**src/rtl/mcu_spi_pkg.sv**
```systemverilog
// ---------------------------------------------------------------------------
// mcu_spi_pkg : shared target codes and constants for the MCU SPI front end
// Rev 1.0
// ---------------------------------------------------------------------------
`default_nettype none

package mcu_spi_pkg;

  typedef enum logic [2:0] {
    TGT_SYS  = 3'd0,
    TGT_HID  = 3'd1,
    TGT_OSD  = 3'd2,
    TGT_SDC  = 3'd3,
    TGT_NONE = 3'd4
  } tgt_e;

  localparam int SYNC_STAGES = 2;

  function automatic tgt_e decode_tgt(input logic [7:0] b);
    tgt_e t;
    case (b)
      8'd0:    t = TGT_SYS;
      8'd1:    t = TGT_HID;
      8'd2:    t = TGT_OSD;
      8'd3:    t = TGT_SDC;
      default: t = TGT_NONE;
    endcase
    return t;
  endfunction

endpackage

`default_nettype wire

```
**src/rtl/sync_edge.sv**
```systemverilog
// ---------------------------------------------------------------------------
// sync_edge : two-flop synchronizer with an extra flop for rise/fall pulses
// Rev 1.0
// ---------------------------------------------------------------------------
`default_nettype none

module sync_edge
  import mcu_spi_pkg::*;
#(
  parameter logic RESET_VAL = 1'b0
) (
  input  logic clk,
  input  logic reset,
  input  logic pin_i,
  output logic level_o,
  output logic rise_o,
  output logic fall_o
);

  logic [SYNC_STAGES:0] pipe_q;

  always_ff @(posedge clk) begin
    if (reset) begin
      pipe_q <= {(SYNC_STAGES + 1){RESET_VAL}};
    end else begin
      pipe_q <= {pipe_q[SYNC_STAGES-1:0], pin_i};
    end
  end

  assign level_o = pipe_q[SYNC_STAGES-1];
  assign rise_o  = pipe_q[SYNC_STAGES-1] & ~pipe_q[SYNC_STAGES];
  assign fall_o  = ~pipe_q[SYNC_STAGES-1] & pipe_q[SYNC_STAGES];

endmodule

`default_nettype wire

```
**src/rtl/mcu_spi_frontend.sv**
```systemverilog
// ---------------------------------------------------------------------------
// mcu_spi_frontend : oversampled SPI slave, target-select byte then data bytes
// Rev 1.0
// ---------------------------------------------------------------------------
`default_nettype none

module mcu_spi_frontend
  import mcu_spi_pkg::*;
(
  input  logic       clk,
  input  logic       reset,
  input  logic       spi_io_ss,
  input  logic       spi_io_clk,
  input  logic       spi_io_din,
  output logic       spi_io_dout,
  output logic       mcu_sys_strobe,
  output logic       mcu_hid_strobe,
  output logic       mcu_osd_strobe,
  output logic       mcu_sdc_strobe,
  output logic       mcu_start,
  output logic [7:0] mcu_dout,
  input  logic [7:0] mcu_sys_din,
  input  logic [7:0] mcu_hid_din,
  input  logic [7:0] mcu_osd_din,
  input  logic [7:0] mcu_sdc_din
);

  logic w_ss, w_ss_rise_unused, w_ss_fall_unused;
  logic w_sck_unused, w_sck_rise, w_sck_fall;
  logic w_mosi, w_mosi_rise_unused, w_mosi_fall_unused;

  // SS idles high so the front end starts outside a frame after reset
  sync_edge #(.RESET_VAL(1'b1)) u_sync_ss (
    .clk(clk), .reset(reset), .pin_i(spi_io_ss),
    .level_o(w_ss), .rise_o(w_ss_rise_unused), .fall_o(w_ss_fall_unused)
  );

  sync_edge #(.RESET_VAL(1'b0)) u_sync_sck (
    .clk(clk), .reset(reset), .pin_i(spi_io_clk),
    .level_o(w_sck_unused), .rise_o(w_sck_rise), .fall_o(w_sck_fall)
  );

  sync_edge #(.RESET_VAL(1'b0)) u_sync_mosi (
    .clk(clk), .reset(reset), .pin_i(spi_io_din),
    .level_o(w_mosi), .rise_o(w_mosi_rise_unused), .fall_o(w_mosi_fall_unused)
  );

  logic [7:0] rx_q, rx_d;
  logic [7:0] tx_q, tx_d;
  logic [7:0] dout_q, dout_d;
  logic [2:0] bit_cnt_q, bit_cnt_d;
  logic [1:0] byte_idx_q, byte_idx_d;
  tgt_e       tgt_q, tgt_d;
  logic [3:0] stb_q, stb_d;
  logic       start_q, start_d;
  logic [1:0] ld_q, ld_d;

  logic [7:0] w_byte;
  logic       w_byte_done;
  logic [7:0] w_reply;

  assign w_byte      = {rx_q[6:0], w_mosi};
  assign w_byte_done = ~w_ss & w_sck_rise & (bit_cnt_q == 3'd7);

  always_comb begin
    w_reply = 8'h00;
    case (tgt_q)
      TGT_SYS: w_reply = mcu_sys_din;
      TGT_HID: w_reply = mcu_hid_din;
      TGT_OSD: w_reply = mcu_osd_din;
      TGT_SDC: w_reply = mcu_sdc_din;
      default: w_reply = 8'h00;
    endcase
  end

  always_comb begin
    rx_d       = rx_q;
    tx_d       = tx_q;
    dout_d     = dout_q;
    bit_cnt_d  = bit_cnt_q;
    byte_idx_d = byte_idx_q;
    tgt_d      = tgt_q;
    stb_d      = 4'b0000;
    start_d    = 1'b0;
    ld_d       = {ld_q[0], w_byte_done};

    if (w_ss) begin
      bit_cnt_d  = 3'd0;
      byte_idx_d = 2'd0;
      tgt_d      = TGT_NONE;
      tx_d       = 8'h00;
    end else begin
      if (w_sck_rise) begin
        rx_d      = w_byte;
        bit_cnt_d = bit_cnt_q + 3'd1;
      end

      if (w_byte_done) begin
        if (byte_idx_q == 2'd0) begin
          tgt_d      = decode_tgt(w_byte);
          byte_idx_d = 2'd1;
        end else begin
          dout_d  = w_byte;
          start_d = (byte_idx_q == 2'd1);
          if (tgt_q != TGT_NONE) begin
            stb_d[tgt_q[1:0]] = 1'b1;
          end
          byte_idx_d = 2'd2;
        end
      end

      // Reply load lags byte_done by two cycles so the consumer can register it
      if (ld_q[1]) begin
        tx_d = w_reply;
      end else if (w_sck_fall && (bit_cnt_q != 3'd0)) begin
        tx_d = {tx_q[6:0], 1'b0};
      end
    end
  end

  always_ff @(posedge clk) begin
    if (reset) begin
      rx_q       <= 8'h00;
      tx_q       <= 8'h00;
      dout_q     <= 8'h00;
      bit_cnt_q  <= 3'd0;
      byte_idx_q <= 2'd0;
      tgt_q      <= TGT_NONE;
      stb_q      <= 4'b0000;
      start_q    <= 1'b0;
      ld_q       <= 2'b00;
    end else begin
      rx_q       <= rx_d;
      tx_q       <= tx_d;
      dout_q     <= dout_d;
      bit_cnt_q  <= bit_cnt_d;
      byte_idx_q <= byte_idx_d;
      tgt_q      <= tgt_d;
      stb_q      <= stb_d;
      start_q    <= start_d;
      ld_q       <= ld_d;
    end
  end

  assign spi_io_dout    = tx_q[7];
  assign mcu_sys_strobe = stb_q[0];
  assign mcu_hid_strobe = stb_q[1];
  assign mcu_osd_strobe = stb_q[2];
  assign mcu_sdc_strobe = stb_q[3];
  assign mcu_start      = start_q;
  assign mcu_dout       = dout_q;

endmodule

`default_nettype wire
```
**config.mk**
```make
export PLATFORM = sky130hd
export DESIGN_NAME = mcu_spi_frontend
export DESIGN_NICKNAME = d
export VERILOG_FILES = /design/src/rtl/mcu_spi_pkg.sv /design/src/rtl/sync_edge.sv /design/src/rtl/mcu_spi_frontend.sv
export SDC_FILE = /design/constraint.sdc
export NUM_CORES = 1
export LEC_CHECK = 0
export BUFFER_PORTS_ARGS = -buffer_cell sky130_fd_sc_hd__buf_2
export CAP_MARGIN = 20
export CELL_PAD_IN_SITES_DETAIL_PLACEMENT = 1
export CELL_PAD_IN_SITES_GLOBAL_PLACEMENT = 1
export CORE_MARGIN = 5
export CORE_UTILIZATION = 38
export DETAILED_ROUTE_END_ITERATION = 16
export PLACE_DENSITY_LB_ADDON = 0.1
export SLEW_MARGIN = 10
export SYNTH_ARGS = -nofsm -noshare
export SYNTH_HDL_FRONTEND = slang
export SYNTH_SLANG_ARGS = --single-unit
```
**constraint.sdc**
```tcl
create_clock -name clk -period 1.9 [get_ports clk]
set_input_delay 0.38 -clock clk [delete_from_list [all_inputs] [get_ports clk]]
set_output_delay 0.38 -clock clk [all_outputs]
set_load 0.01 [all_outputs]
```
==> flow_results.xml, run 1 <==
<?xml version="1.0" encoding="UTF-8"?>
<metrics>
  <group name="timing">
    <metric name="max_freq" unit="MHz">624.6</metric>
    <metric name="final_max_slew_viol_count" unit="">0</metric>
    <metric name="finalCriticalPeriod" unit="ps">1601</metric>
    <metric name="final.setup.tns" unit="ps">0</metric>
    <metric name="setup_repair_after_global_routing_missed_its_margin" unit="">false</metric>
    <metric name="final.hold.worst_slack" unit="ps">258.9</metric>
    <metric name="hold_viol_final" unit="">0</metric>
    <metric name="final-setup-viol-count" unit="">0</metric>
    <metric name="tightest_slew" unit="ps">762.3</metric>
    <metric name="clock-skew-final" unit="ps">6.727</metric>
    <metric name="final_critical_path_setup_slack" unit="ps">299.0</metric>
    <metric name="timing.slew.headroom" unit="%">48.99</metric>
    <metric name="timing.final.crit_share" unit="%">84.26</metric>
  </group>
  <group name="synthesis">
    <metric name="syn-num-nets" unit="">251</metric>
    <metric name="synth_common_cells" unit="">sky130_fd_sc_hd__dfxtp_1 (45), sky130_fd_sc_hd__mux2i_1 (18), sky130_fd_sc_hd__a21oi_1 (17), sky130_fd_sc_hd__o21ai_0 (15), sky130_fd_sc_hd__nand2_1 (14)</metric>
    <metric name="post-synth-top-count-cell" unit="">sky130_fd_sc_hd__dfxtp_1</metric>
    <metric name="postSynthRegisterBits" unit="">45</metric>
    <metric name="ys_seq_area_share" unit="%">46.30</metric>
    <metric name="yosys_warning_count" unit="">0</metric>
    <metric name="synth_edf_count" unit="">0</metric>
    <metric name="synth.avg_cell_area" unit="µm²">9.221</metric>
    <metric name="synth-async-reset-ratio" unit="%">0</metric>
    <metric name="area_fraction_of_the_dominant_cell_type_after_synthesis" unit="%">46.30</metric>
    <metric name="ys_top_cells_by_area" unit="">sky130_fd_sc_hd__dfxtp_1 (46%), sky130_fd_sc_hd__mux2i_1 (9.3%), sky130_fd_sc_hd__a21oi_1 (4.4%), sky130_fd_sc_hd__o221a_2 (4.1%), sky130_fd_sc_hd__o21ai_0 (3.9%)</metric>
    <metric name="postSynthCellCount" unit="">211</metric>
    <metric name="post_synth_instance_area" unit="µm²">1946</metric>
    <metric name="synthFlopType" unit="">sky130_fd_sc_hd__dfxtp_1</metric>
    <metric name="netlist-cell-type-count" unit="">33</metric>
    <metric name="yosysTopAreaCell" unit="">sky130_fd_sc_hd__dfxtp_1</metric>
  </group>
  <group name="global_routing">
    <metric name="grt_pass1_vias" unit="">1729</metric>
    <metric name="grt_max_degree" unit="">23</metric>
    <metric name="first_pass_grt_wire_length" unit="µm">7955</metric>
    <metric name="gr-total-overflow" unit="">0</metric>
    <metric name="grt_use_total" unit="%">15.41</metric>
    <metric name="antenna_violations_before_repair" unit="">0</metric>
  </group>
  <group name="place">
    <metric name="preCtsSetupSlack" unit="ps">299.7</metric>
    <metric name="gp_routability_congestion" unit="">0.7228</metric>
    <metric name="dpl_hpwl" unit="µm">3636</metric>
    <metric name="port-buffer-count" unit="">50</metric>
    <metric name="dpl_cell_area" unit="µm²">2235</metric>
    <metric name="placed_cells_incl_taps" unit="">318</metric>
  </group>
  <group name="clock_tree">
    <metric name="cts_tree" unit="">built</metric>
    <metric name="cts.root.buffer_cell" unit="">sky130_fd_sc_hd__clkbuf_8</metric>
    <metric name="max_root_sink_buffers" unit="">2</metric>
    <metric name="cts_hold_buf" unit="">0</metric>
    <metric name="clk_pin_slew" unit="ps">90</metric>
    <metric name="cts.sink_count" unit="">45</metric>
    <metric name="number_of_instances_resized_during_post_cts_repair" unit="">0</metric>
    <metric name="worstSkewPairLatency" unit="ps">290</metric>
    <metric name="tritoncts.num_buffers" unit="">5</metric>
    <metric name="htree_num_levels" unit="">2</metric>
    <metric name="number_of_buffers_inserted_by_post_cts_setup_repair" unit="">0</metric>
  </group>
  <group name="layout">
    <metric name="n_antenna_cell" unit="">0</metric>
    <metric name="nets" unit="">295</metric>
    <metric name="design_area" unit="µm²">2351</metric>
    <metric name="drive_above_1_share" unit="%">30.47</metric>
    <metric name="layout.filler_cells" unit="">616</metric>
    <metric name="fin_cells" unit="">326</metric>
    <metric name="area_delta_synth_final" unit="%">20.84</metric>
  </group>
  <group name="setup_path">
    <metric name="worst-path-max-fanout" unit="">11</metric>
    <metric name="worst_path_max_delay_cell" unit="">sky130_fd_sc_hd__dfxtp_1</metric>
    <metric name="critical_path_class" unit="">reg2reg</metric>
    <metric name="crit_chain" unit="">or3b_1 &gt; o22ai_1 &gt; o221a_2</metric>
    <metric name="start_kind" unit="">register</metric>
    <metric name="crit_arrival" unit="ps">1840</metric>
    <metric name="setup.worst_path.end_class" unit="">register</metric>
    <metric name="critical_path_required" unit="ps">2140</metric>
    <metric name="critPathMaxStageDelay" unit="ps">540</metric>
    <metric name="reg2reg_depth" unit="">3</metric>
  </group>
  <group name="route">
    <metric name="drt_pass1_iterations" unit="">4</metric>
    <metric name="count_of_antenna_violating_nets_left_after_detailed_routing" unit="">0</metric>
    <metric name="initialDrtViolationCount" unit="">47</metric>
    <metric name="average_routed_wire_per_standard_cell" unit="µm">14.70</metric>
    <metric name="vias_per_cell" unit="">5.138</metric>
    <metric name="dr_drc_count" unit="">0</metric>
    <metric name="via_count" unit="">1675</metric>
    <metric name="routed_wirelength" unit="µm">4792</metric>
  </group>
  <group name="floorplan">
    <metric name="core-area" unit="µm²">5042</metric>
    <metric name="dieWidth" unit="µm">81.56</metric>
    <metric name="num_rows" unit="">26</metric>
    <metric name="fp.dieH" unit="µm">81.56</metric>
    <metric name="floorplan.initialDensity" unit="%">38.59</metric>
    <metric name="dieArea" unit="µm²">6651</metric>
    <metric name="io_pins" unit="">51</metric>
  </group>
  <group name="job">
    <metric name="max-cap-violations" unit="">0</metric>
  </group>
  <group name="power">
    <metric name="peakVddDrop" unit="µV">308.5</metric>
    <metric name="total_leakage_power" unit="µW">0.0009129</metric>
    <metric name="p_per_area" unit="nW/µm²">754.6</metric>
  </group>
  <group name="min_path">
    <metric name="min_path_cells" unit="">2</metric>
    <metric name="worst_hold_path_class" unit="">in2reg</metric>
  </group>
  <group name="outcome">
    <metric name="status" unit="">finished, final reports clean</metric>
  </group>
</metrics>
## per-layer routing
layer,share of wire [%],track usage (%),vias to the layer above
met5,0,0,-
met2,46,26.87,55
li1,-,-,835
met4,0.56,5.068,0
met1,45,17.93,783
met3,8.2,4.605,2
## cells by family after synthesis
kind of cell | synth area share [%]
XOR/XNOR | 0.4502
buffers and inverters | 5.788
flip-flops | 46.30
adder cells (fa/ha/maj) | 1.929
AO/OA/AOI/OAI | 19.68
multiplexers | 9.260
AND/OR/NAND/NOR | 16.59
## cell type report
class                      count  area (µm²)  share of cell area (%)
multi-input combinational    140       932.1                   39.65
sequential                    45       900.9                   38.32
timing repair buffer          54       280.3                   11.92
tap                           70       87.58                   3.725
clock buffer                   7       86.33                   3.672
inverter                       9       33.78                   1.437
clock inverter                 1       30.03                   1.277
## metrics by stage
stage	power, µW	util (%)
after floorplan	1009	-
after global placement	1051	44.32
after detailed placement	1052	44.32
after CTS	1802	46.63
after global routing	1851	46.63
final	1774	46.63
## worst paths after layout
| kind | end | from | slack (ps) |
|---|---|---|---|
| setup / recovery | tx_q[2]$_SDFFE_PP0P_ | ld_q[1]$_SDFF_PP0_ | 300 |
| hold / removal | u_sync_ss.pipe_q[0]$_SDFF_PP1_ | spi_io_ss | 260 |
| hold reg to reg | u_sync_ss.pipe_q[1]$_SDFF_PP1_ | u_sync_ss.pipe_q[0]$_SDFF_PP1_ | 430 |
| setup reg to reg | tx_q[2]$_SDFFE_PP0P_ | ld_q[1]$_SDFF_PP0_ | 300 |
## state kept, by name (all words and copies together), names as in the netlist, 3 cells and up
name	cells
bit_cnt_q	3
mcu_dout	8
rx_q	7
stb_q	4
tgt_q	3
tx_q	8
u_sync_sck.pipe_q	3
## cells in the final DEF (no fill, tap or decap), types with 3 or more instances in the layout
cell,n
sky130_fd_sc_hd__buf_2,50
sky130_fd_sc_hd__dfxtp_1,45
sky130_fd_sc_hd__mux2i_1,18
sky130_fd_sc_hd__a21oi_1,17
sky130_fd_sc_hd__o21ai_0,15
sky130_fd_sc_hd__nand2_1,14
sky130_fd_sc_hd__o22ai_1,10
sky130_fd_sc_hd__inv_1,9
sky130_fd_sc_hd__nor2_1,9
sky130_fd_sc_hd__nand3_1,8
sky130_fd_sc_hd__nor2b_1,7
sky130_fd_sc_hd__a31oi_1,7
sky130_fd_sc_hd__o221a_2,7
sky130_fd_sc_hd__clkbuf_8,6
sky130_fd_sc_hd__or2_2,4
sky130_fd_sc_hd__buf_4,4
sky130_fd_sc_hd__a21o_1,3
sky130_fd_sc_hd__ha_1,3
## report_power, final
group	leakage, µW	total, µW	internal [µW]	switching, µW
registers	0.000364	955	949	6.63
clock network	0.0000585	745	429	316
logic	0.000491	73.6	41.5	32.1
## critical path, delay by kind of cell, from the launching register on
family             cells  cell delay (ps)
AOI/OAI and AO/OA      2              490
and+or+nand+nor        1              520
DFF                    1              540
Power figures use the tool's default switching activity.
==> run 2: changes to the inputs <==
--- a/config.mk
+++ b/config.mk
@@ -10,7 +10,7 @@
 export CELL_PAD_IN_SITES_DETAIL_PLACEMENT = 1
 export CELL_PAD_IN_SITES_GLOBAL_PLACEMENT = 1
 export CORE_MARGIN = 5
-export CORE_UTILIZATION = 38
+export CORE_UTILIZATION = 35
 export DETAILED_ROUTE_END_ITERATION = 16
 export PLACE_DENSITY_LB_ADDON = 0.1
 export SLEW_MARGIN = 10
==> constraint.sdc (replaced) <==
create_clock -name clk -period 1.4 [get_ports clk]
set_input_delay 0.28 -clock clk [delete_from_list [all_inputs] [get_ports clk]]
set_output_delay 0.28 -clock clk [all_outputs]
set_load 0.01 [all_outputs]
==> run 2 against run 1 <==
Net effect:
- the flow now finishes with violations (setup timing)
- via count is 5.0% higher
- core utilization rose by 2.8 points
- sequential share of layout area shrank 4.6 points
- register-to-register slack worse by 320 ps
- final area up 14%
- non-clock buffer count increased by 21
- critical path depth grew 3
- clock-buffer cell count did not move
- sequential power is 35% higher
- total power increased by 29%
- largest power group unchanged
- highest routed layer unchanged
==> flow_results.xml, run 2 (synthesis results as in run 1) <==
<?xml version="1.0" encoding="UTF-8"?>
<metrics>
  <group name="layout">
    <metric name="n_antenna_cell" unit="">0</metric>
    <metric name="drive_above_1_share" unit="%">44.04</metric>
    <metric name="final_core_utilization" unit="%">49.46</metric>
    <metric name="most_frequent_cells_in_the_layout" unit="">sky130_fd_sc_hd__buf_2 (50), sky130_fd_sc_hd__dfxtp_1 (43), sky130_fd_sc_hd__mux2i_1 (18), sky130_fd_sc_hd__a21oi_1 (16), sky130_fd_sc_hd__buf_4 (15)</metric>
    <metric name="area.sequential" unit="µm²">908.4</metric>
    <metric name="layout.filler_cells" unit="">634</metric>
    <metric name="nets" unit="">316</metric>
    <metric name="design_area" unit="µm²">2690</metric>
    <metric name="mostFrequentLayoutCell" unit="">sky130_fd_sc_hd__buf_2</metric>
    <metric name="area_delta_synth_final" unit="%">38.26</metric>
    <metric name="multi_input_area" unit="µm²">1069</metric>
  </group>
  <group name="setup_path">
    <metric name="endpoint_of_the_lowest_slack_register_to_register_path" unit="">mcu_dout[2]$_SDFFE_PP0P_</metric>
    <metric name="reg2reg_depth" unit="">6</metric>
    <metric name="critical_path_required" unit="ps">1620</metric>
    <metric name="crit_start" unit="">bit_cnt_q[0]$_SDFFE_PP0N_</metric>
    <metric name="reg2reg_setup_slack" unit="ps">-20</metric>
    <metric name="setup.worst_path.end_class" unit="">register</metric>
    <metric name="worst-path-max-fanout" unit="">5</metric>
    <metric name="start_kind" unit="">register</metric>
    <metric name="crit_arrival" unit="ps">1640</metric>
    <metric name="critical_path_class" unit="">reg2reg</metric>
    <metric name="worst_r2r_startpoint" unit="">bit_cnt_q[0]$_SDFFE_PP0N_</metric>
  </group>
  <group name="timing">
    <metric name="clock-skew-final" unit="ps">8.779</metric>
    <metric name="timing.slew.headroom" unit="%">79.34</metric>
    <metric name="setup_repair_after_global_routing_missed_its_margin" unit="">true</metric>
    <metric name="final-setup-viol-count" unit="">5</metric>
    <metric name="final.setup.tns" unit="ps">-56.37</metric>
    <metric name="final_max_slew_viol_count" unit="">0</metric>
    <metric name="finalCriticalPeriod" unit="ps">1422</metric>
    <metric name="max_freq" unit="MHz">703.1</metric>
    <metric name="tightest_slew" unit="ps">309.4</metric>
    <metric name="hold_viol_final" unit="">0</metric>
    <metric name="timing.final.crit_share" unit="%">101.6</metric>
    <metric name="final_critical_path_setup_slack" unit="ps">-22.20</metric>
  </group>
  <group name="min_path">
    <metric name="hold_path_end" unit="">u_sync_ss.pipe_q[0]$_SDFF_PP1_</metric>
    <metric name="min_path_cells" unit="">2</metric>
    <metric name="worst_hold_startpoint" unit="">spi_io_ss</metric>
    <metric name="worst_hold_path_class" unit="">in2reg</metric>
  </group>
  <group name="clock_tree">
    <metric name="tritoncts.num_buffers" unit="">5</metric>
    <metric name="htree_num_levels" unit="">2</metric>
    <metric name="cts.sink_count" unit="">45</metric>
    <metric name="clk_pin_slew" unit="ps">80</metric>
    <metric name="cts_hold_buf" unit="">0</metric>
    <metric name="worstSkewPairLatency" unit="ps">300</metric>
    <metric name="max_root_sink_buffers" unit="">2</metric>
    <metric name="cts.root.buffer_cell" unit="">sky130_fd_sc_hd__clkbuf_8</metric>
    <metric name="cts_tree" unit="">built</metric>
  </group>
  <group name="route">
    <metric name="initialDrtViolationCount" unit="">55</metric>
    <metric name="drt_pass1_iterations" unit="">4</metric>
    <metric name="count_of_antenna_violating_nets_left_after_detailed_routing" unit="">0</metric>
    <metric name="vias_per_cell" unit="">5.040</metric>
    <metric name="routed_wirelength" unit="µm">5506</metric>
    <metric name="via_count" unit="">1759</metric>
    <metric name="average_routed_wire_per_standard_cell" unit="µm">15.78</metric>
    <metric name="dr_drc_count" unit="">0</metric>
  </group>
  <group name="power">
    <metric name="switchingPower" unit="µW">488.3</metric>
    <metric name="share_seq_of_total_power" unit="%">56.6</metric>
    <metric name="power.switching_fraction" unit="%">21.41</metric>
    <metric name="p_int" unit="µW">1792</metric>
    <metric name="power.total" unit="µW">2280</metric>
    <metric name="p_per_area" unit="nW/µm²">847.7</metric>
    <metric name="peakVddDrop" unit="µV">649.1</metric>
    <metric name="power.clock.fraction" unit="%">38.5</metric>
    <metric name="portion_of_total_power_attributed_to_combinational_logic" unit="%">4.9</metric>
    <metric name="total_leakage_power" unit="µW">0.001041</metric>
  </group>
  <group name="floorplan">
    <metric name="io_pins" unit="">51</metric>
    <metric name="dieWidth" unit="µm">84.56</metric>
    <metric name="dieArea" unit="µm²">7150</metric>
    <metric name="floorplan.initialDensity" unit="%">35.77</metric>
    <metric name="core-area" unit="µm²">5439</metric>
    <metric name="num_rows" unit="">27</metric>
    <metric name="fp.dieH" unit="µm">84.56</metric>
  </group>
  <group name="outcome">
    <metric name="violations_in_the_final_reports" unit="">setup timing</metric>
    <metric name="status" unit="">complete, but fails checks</metric>
  </group>
  <group name="global_routing">
    <metric name="grt_pass1_vias" unit="">1895</metric>
    <metric name="grt_max_degree" unit="">17</metric>
    <metric name="grt_use_total" unit="%">15.57</metric>
    <metric name="first_pass_grt_wire_length" unit="µm">9025</metric>
    <metric name="gr-total-overflow" unit="">0</metric>
    <metric name="antenna_violations_before_repair" unit="">0</metric>
  </group>
  <group name="place">
    <metric name="gp_routability_congestion" unit="">0.7404</metric>
    <metric name="dpl_cell_area" unit="µm²">2370</metric>
    <metric name="port-buffer-count" unit="">50</metric>
    <metric name="dpl_hpwl" unit="µm">3810</metric>
    <metric name="preCtsSetupSlack" unit="ps">-33.48</metric>
  </group>
  <group name="job">
    <metric name="max-cap-violations" unit="">0</metric>
  </group>
</metrics>
## run 2: cell types whose count changed in the layout (fill, tap and decap cells not counted), sizes merged
cell | before | now
bufinv | 1 | 0
clkinv | 0 | 1
buf | 54 | 75
## run 2: power by group through the flow
stage                     Clock, µW  Combinational, µW  Sequential [µW]
after floorplan                   0               47.7             1320
after global placement            0                108             1320
after detailed placement          0                109             1320
after CTS                       918                111             1290
after global routing            981                127             1290
final                           877                112             1290
## run 2: critical path: stages (launching register included)
cell	delay [ps]
sky130_fd_sc_hd__dfxtp_4	370
sky130_fd_sc_hd__ha_4	140
sky130_fd_sc_hd__ha_4	140
sky130_fd_sc_hd__and4bb_4	290
sky130_fd_sc_hd__buf_6	130
sky130_fd_sc_hd__nand3_1	80
sky130_fd_sc_hd__a21oi_1	190
## run 2: repair_timing
action,CTS,global route
pin swaps,7,7
endpoints found under the setup margin,24,26
setup buffers,5,0
gates resized for setup,23,26
cloned,0,0
## run 2: metal layers
layer	up-vias	GRT usage, %	part of all wire [%]	wire length [µm]
met5	-	0	0	0
met4	0	5.180	1.1	63
met3	6	4.711	5.8	321
met2	48	26.69	48	2664
met1	825	18.48	45	2457
li1	880	-	-	-
## run 2: area by class of cell
cell class,instances,share of cell area [%]
timing repair buffer,75,18.14
inverter,9,1.256
clock inverter,1,0.1860
tap,72,3.349
clock buffer,7,3.581
multi-input combinational,140,39.72
sequential,45,33.77
## run 2: worst max path at each step
stage	slack, ps	depth (start not counted)	end
after floorplan	40	6	byte_idx_q[1]$_SDFFE_PP0N_
after global placement	20	5	stb_q[0]$_SDFF_PP0_
after detailed placement	-30	5	stb_q[0]$_SDFF_PP0_
after CTS	-50	8	byte_idx_q[0]$_SDFFE_PP0N_
after global routing	-80	4	tx_q[6]$_SDFFE_PP0P_
final	-20	6	mcu_dout[2]$_SDFFE_PP0P_
## run 2: metrics by stage
stage | std cells | hold slack [ps]
2_1_floorplan | 211 | 383.8
3_3_place_gp | 336 | 398.2
3_5_place_dp | 336 | 400.1
4_1_cts | 349 | 150.6
5_1_grt | 349 | 144.3
6_report | 349 | 162.3
==> run 3: changes to the inputs <==
==> constraint.sdc (replaced) <==
create_clock -name clk -period 1.4 [get_ports clk]
set_input_delay 0.42 -clock clk [delete_from_list [all_inputs] [get_ports clk]]
set_output_delay 0.42 -clock clk [all_outputs]
set_load 0.01 [all_outputs]
==> run 3 against run 2 <==
Net effect:
- the run now ends clean
- clock skew fell by 4.4 ps
- fmax rose by 2.0%
- combinational power hardly changed
- critical endpoint is now tgt_q[2]$_SDFFE_PP1P_
==> flow_results.xml, run 3 (synthesis results as in run 1) <==
<?xml version="1.0" encoding="UTF-8"?>
<metrics>
  <group name="floorplan">
    <metric name="floorplan.initialDensity" unit="%">35.77</metric>
    <metric name="core-area" unit="µm²">5439</metric>
    <metric name="num_rows" unit="">27</metric>
    <metric name="fp.dieH" unit="µm">84.56</metric>
    <metric name="io_pins" unit="">51</metric>
    <metric name="dieWidth" unit="µm">84.56</metric>
    <metric name="dieArea" unit="µm²">7150</metric>
  </group>
  <group name="global_routing">
    <metric name="grt_use_total" unit="%">14.78</metric>
    <metric name="grt_max_degree" unit="">17</metric>
    <metric name="antenna_violations_before_repair" unit="">0</metric>
    <metric name="grt_pass1_vias" unit="">1832</metric>
    <metric name="gr-total-overflow" unit="">0</metric>
    <metric name="first_pass_grt_wire_length" unit="µm">8756</metric>
  </group>
  <group name="route">
    <metric name="vias_per_cell" unit="">5.050</metric>
    <metric name="via_count" unit="">1732</metric>
    <metric name="drt_pass1_iterations" unit="">4</metric>
    <metric name="dr_drc_count" unit="">0</metric>
    <metric name="routed_wirelength" unit="µm">5105</metric>
    <metric name="count_of_antenna_violating_nets_left_after_detailed_routing" unit="">0</metric>
    <metric name="initialDrtViolationCount" unit="">38</metric>
    <metric name="average_routed_wire_per_standard_cell" unit="µm">14.88</metric>
  </group>
  <group name="place">
    <metric name="dpl_hpwl" unit="µm">3793</metric>
    <metric name="preCtsSetupSlack" unit="ps">-32.01</metric>
    <metric name="dpl_cell_area" unit="µm²">2370</metric>
    <metric name="placed_cells_incl_taps" unit="">336</metric>
    <metric name="port-buffer-count" unit="">50</metric>
    <metric name="gp_routability_congestion" unit="">0.7548</metric>
  </group>
  <group name="layout">
    <metric name="design_area" unit="µm²">2549</metric>
    <metric name="most_frequent_cells_in_the_layout" unit="">sky130_fd_sc_hd__buf_2 (50), sky130_fd_sc_hd__dfxtp_1 (43), sky130_fd_sc_hd__mux2i_1 (18), sky130_fd_sc_hd__buf_4 (18), sky130_fd_sc_hd__a21oi_1 (16)</metric>
    <metric name="area_delta_synth_final" unit="%">31.00</metric>
    <metric name="drive_above_1_share" unit="%">39.11</metric>
    <metric name="n_antenna_cell" unit="">0</metric>
    <metric name="mostFrequentLayoutCell" unit="">sky130_fd_sc_hd__buf_2</metric>
    <metric name="fin_cells" unit="">343</metric>
    <metric name="nets" unit="">311</metric>
    <metric name="final_core_utilization" unit="%">46.86</metric>
  </group>
  <group name="clock_tree">
    <metric name="cts_tree" unit="">built</metric>
    <metric name="clk_pin_slew" unit="ps">80</metric>
    <metric name="cts.sink_count" unit="">45</metric>
    <metric name="worstSkewPairLatency" unit="ps">290</metric>
    <metric name="cts.root.buffer_cell" unit="">sky130_fd_sc_hd__clkbuf_8</metric>
    <metric name="tritoncts.num_buffers" unit="">5</metric>
    <metric name="max_root_sink_buffers" unit="">2</metric>
    <metric name="cts_hold_buf" unit="">0</metric>
    <metric name="htree_num_levels" unit="">2</metric>
  </group>
  <group name="power">
    <metric name="peakVddDrop" unit="µV">363.4</metric>
    <metric name="switchingPower" unit="µW">467.7</metric>
    <metric name="share_seq_of_total_power" unit="%">58.6</metric>
    <metric name="p_per_area" unit="nW/µm²">866.9</metric>
    <metric name="total_leakage_power" unit="µW">0.0009855</metric>
    <metric name="portion_of_total_power_attributed_to_combinational_logic" unit="%">5.1</metric>
    <metric name="power.clock.fraction" unit="%">36.3</metric>
    <metric name="p_int" unit="µW">1742</metric>
    <metric name="power.switching_fraction" unit="%">21.17</metric>
  </group>
  <group name="timing">
    <metric name="final_critical_path_setup_slack" unit="ps">5.382</metric>
    <metric name="hold_viol_final" unit="">0</metric>
    <metric name="clock-skew-final" unit="ps">4.352</metric>
    <metric name="final-setup-viol-count" unit="">0</metric>
    <metric name="max_freq" unit="MHz">717.0</metric>
    <metric name="final.setup.tns" unit="ps">0</metric>
    <metric name="timing.slew.headroom" unit="%">71.07</metric>
    <metric name="finalCriticalPeriod" unit="ps">1395</metric>
    <metric name="setup_repair_after_global_routing_missed_its_margin" unit="">true</metric>
    <metric name="timing.final.crit_share" unit="%">99.62</metric>
    <metric name="tightest_slew" unit="ps">433.9</metric>
    <metric name="final_max_slew_viol_count" unit="">0</metric>
  </group>
  <group name="min_path">
    <metric name="min_path_cells" unit="">2</metric>
    <metric name="worst_hold_path_class" unit="">in2reg</metric>
  </group>
  <group name="setup_path">
    <metric name="reg2reg_depth" unit="">5</metric>
    <metric name="crit_arrival" unit="ps">1590</metric>
    <metric name="setup.worst_path.end_class" unit="">register</metric>
    <metric name="worst-path-max-fanout" unit="">5</metric>
    <metric name="critical_path_class" unit="">reg2reg</metric>
    <metric name="critical_path_required" unit="ps">1590</metric>
    <metric name="start_kind" unit="">register</metric>
  </group>
  <group name="job">
    <metric name="max-cap-violations" unit="">0</metric>
  </group>
  <group name="outcome">
    <metric name="status" unit="">finished, final reports clean</metric>
  </group>
</metrics>
run 3: changes by cell type in the layout (fill, tap and decap cells not counted), moves of 2 or more:
cell,before,now
sky130_fd_sc_hd__nor2_1,7,9
sky130_fd_sc_hd__dfxtp_2,0,2
sky130_fd_sc_hd__o21ai_2,5,0
sky130_fd_sc_hd__o21ai_0,9,15
sky130_fd_sc_hd__buf_4,15,18
sky130_fd_sc_hd__buf_6,8,1
sky130_fd_sc_hd__dfxtp_4,2,0
run 3: layer usage:
metal  GRT usage [%]  part of all wire, %  wire (µm)
met5               0                    0          0
met4           5.180                  1.2         60
met3           4.612                  7.1        364
met2           25.05                   47       2410
met1           17.59                   44       2269
run 3: worst max-delay path, stage by stage, from the launching register on:
cell	delay, ps
sky130_fd_sc_hd__dfxtp_2	360
sky130_fd_sc_hd__ha_4	140
sky130_fd_sc_hd__ha_4	110
sky130_fd_sc_hd__and4bb_2	290
sky130_fd_sc_hd__nand4_1	190
sky130_fd_sc_hd__a21o_1	210
run 3: final cells by class:
type,instances,area [µm²]
Sequential cell,45,903.4
Timing Repair Buffer,70,416.7
Multi-Input combinational cell,140,1018
Clock buffer,7,86.33
Tap cell,72,90.09
Fill cell,639,2890
Inverter,9,33.78
run 3: what timing repair did:
item | 4_1_cts | 5_1_grt
setup buffers | 0 | 0
pin swaps | 3 | 4
endpoints found under the setup margin | 12 | 22
resized for setup | 7 | 11
run 3: final timing paths:
| path | from | endpoint | slack [ps] |
|---|---|---|---|
| setup / recovery | bit_cnt_q[1]$_SDFFE_PP0N_ | tgt_q[2]$_SDFFE_PP1P_ | 5 |
| hold / removal | spi_io_ss | u_sync_ss.pipe_q[0]$_SDFF_PP1_ | 300 |
| setup reg to reg | bit_cnt_q[1]$_SDFFE_PP0N_ | tgt_q[2]$_SDFFE_PP1P_ | 5 |
| hold reg to reg | u_sync_ss.pipe_q[0]$_SDFF_PP1_ | u_sync_ss.pipe_q[1]$_SDFF_PP1_ | 420 |
run 3: power groups by stage:
stage	clock network [µW]	logic [µW]	registers (µW)
after floorplan	0	47.7	1320
after global placement	0	109	1320
after detailed placement	0	112	1320
after CTS	837	114	1290
after global routing	903	126	1300
final	803	112	1290
run 3: metrics by stage:
stage | total power (µW) | hold WS, ps
after global routing | 2325 | 284.8
after floorplan | 1369 | 389.5
after CTS | 2245 | 294.2
after global placement | 1433 | 396.4
after detailed placement | 1437 | 405.3
final | 2209 | 303.0
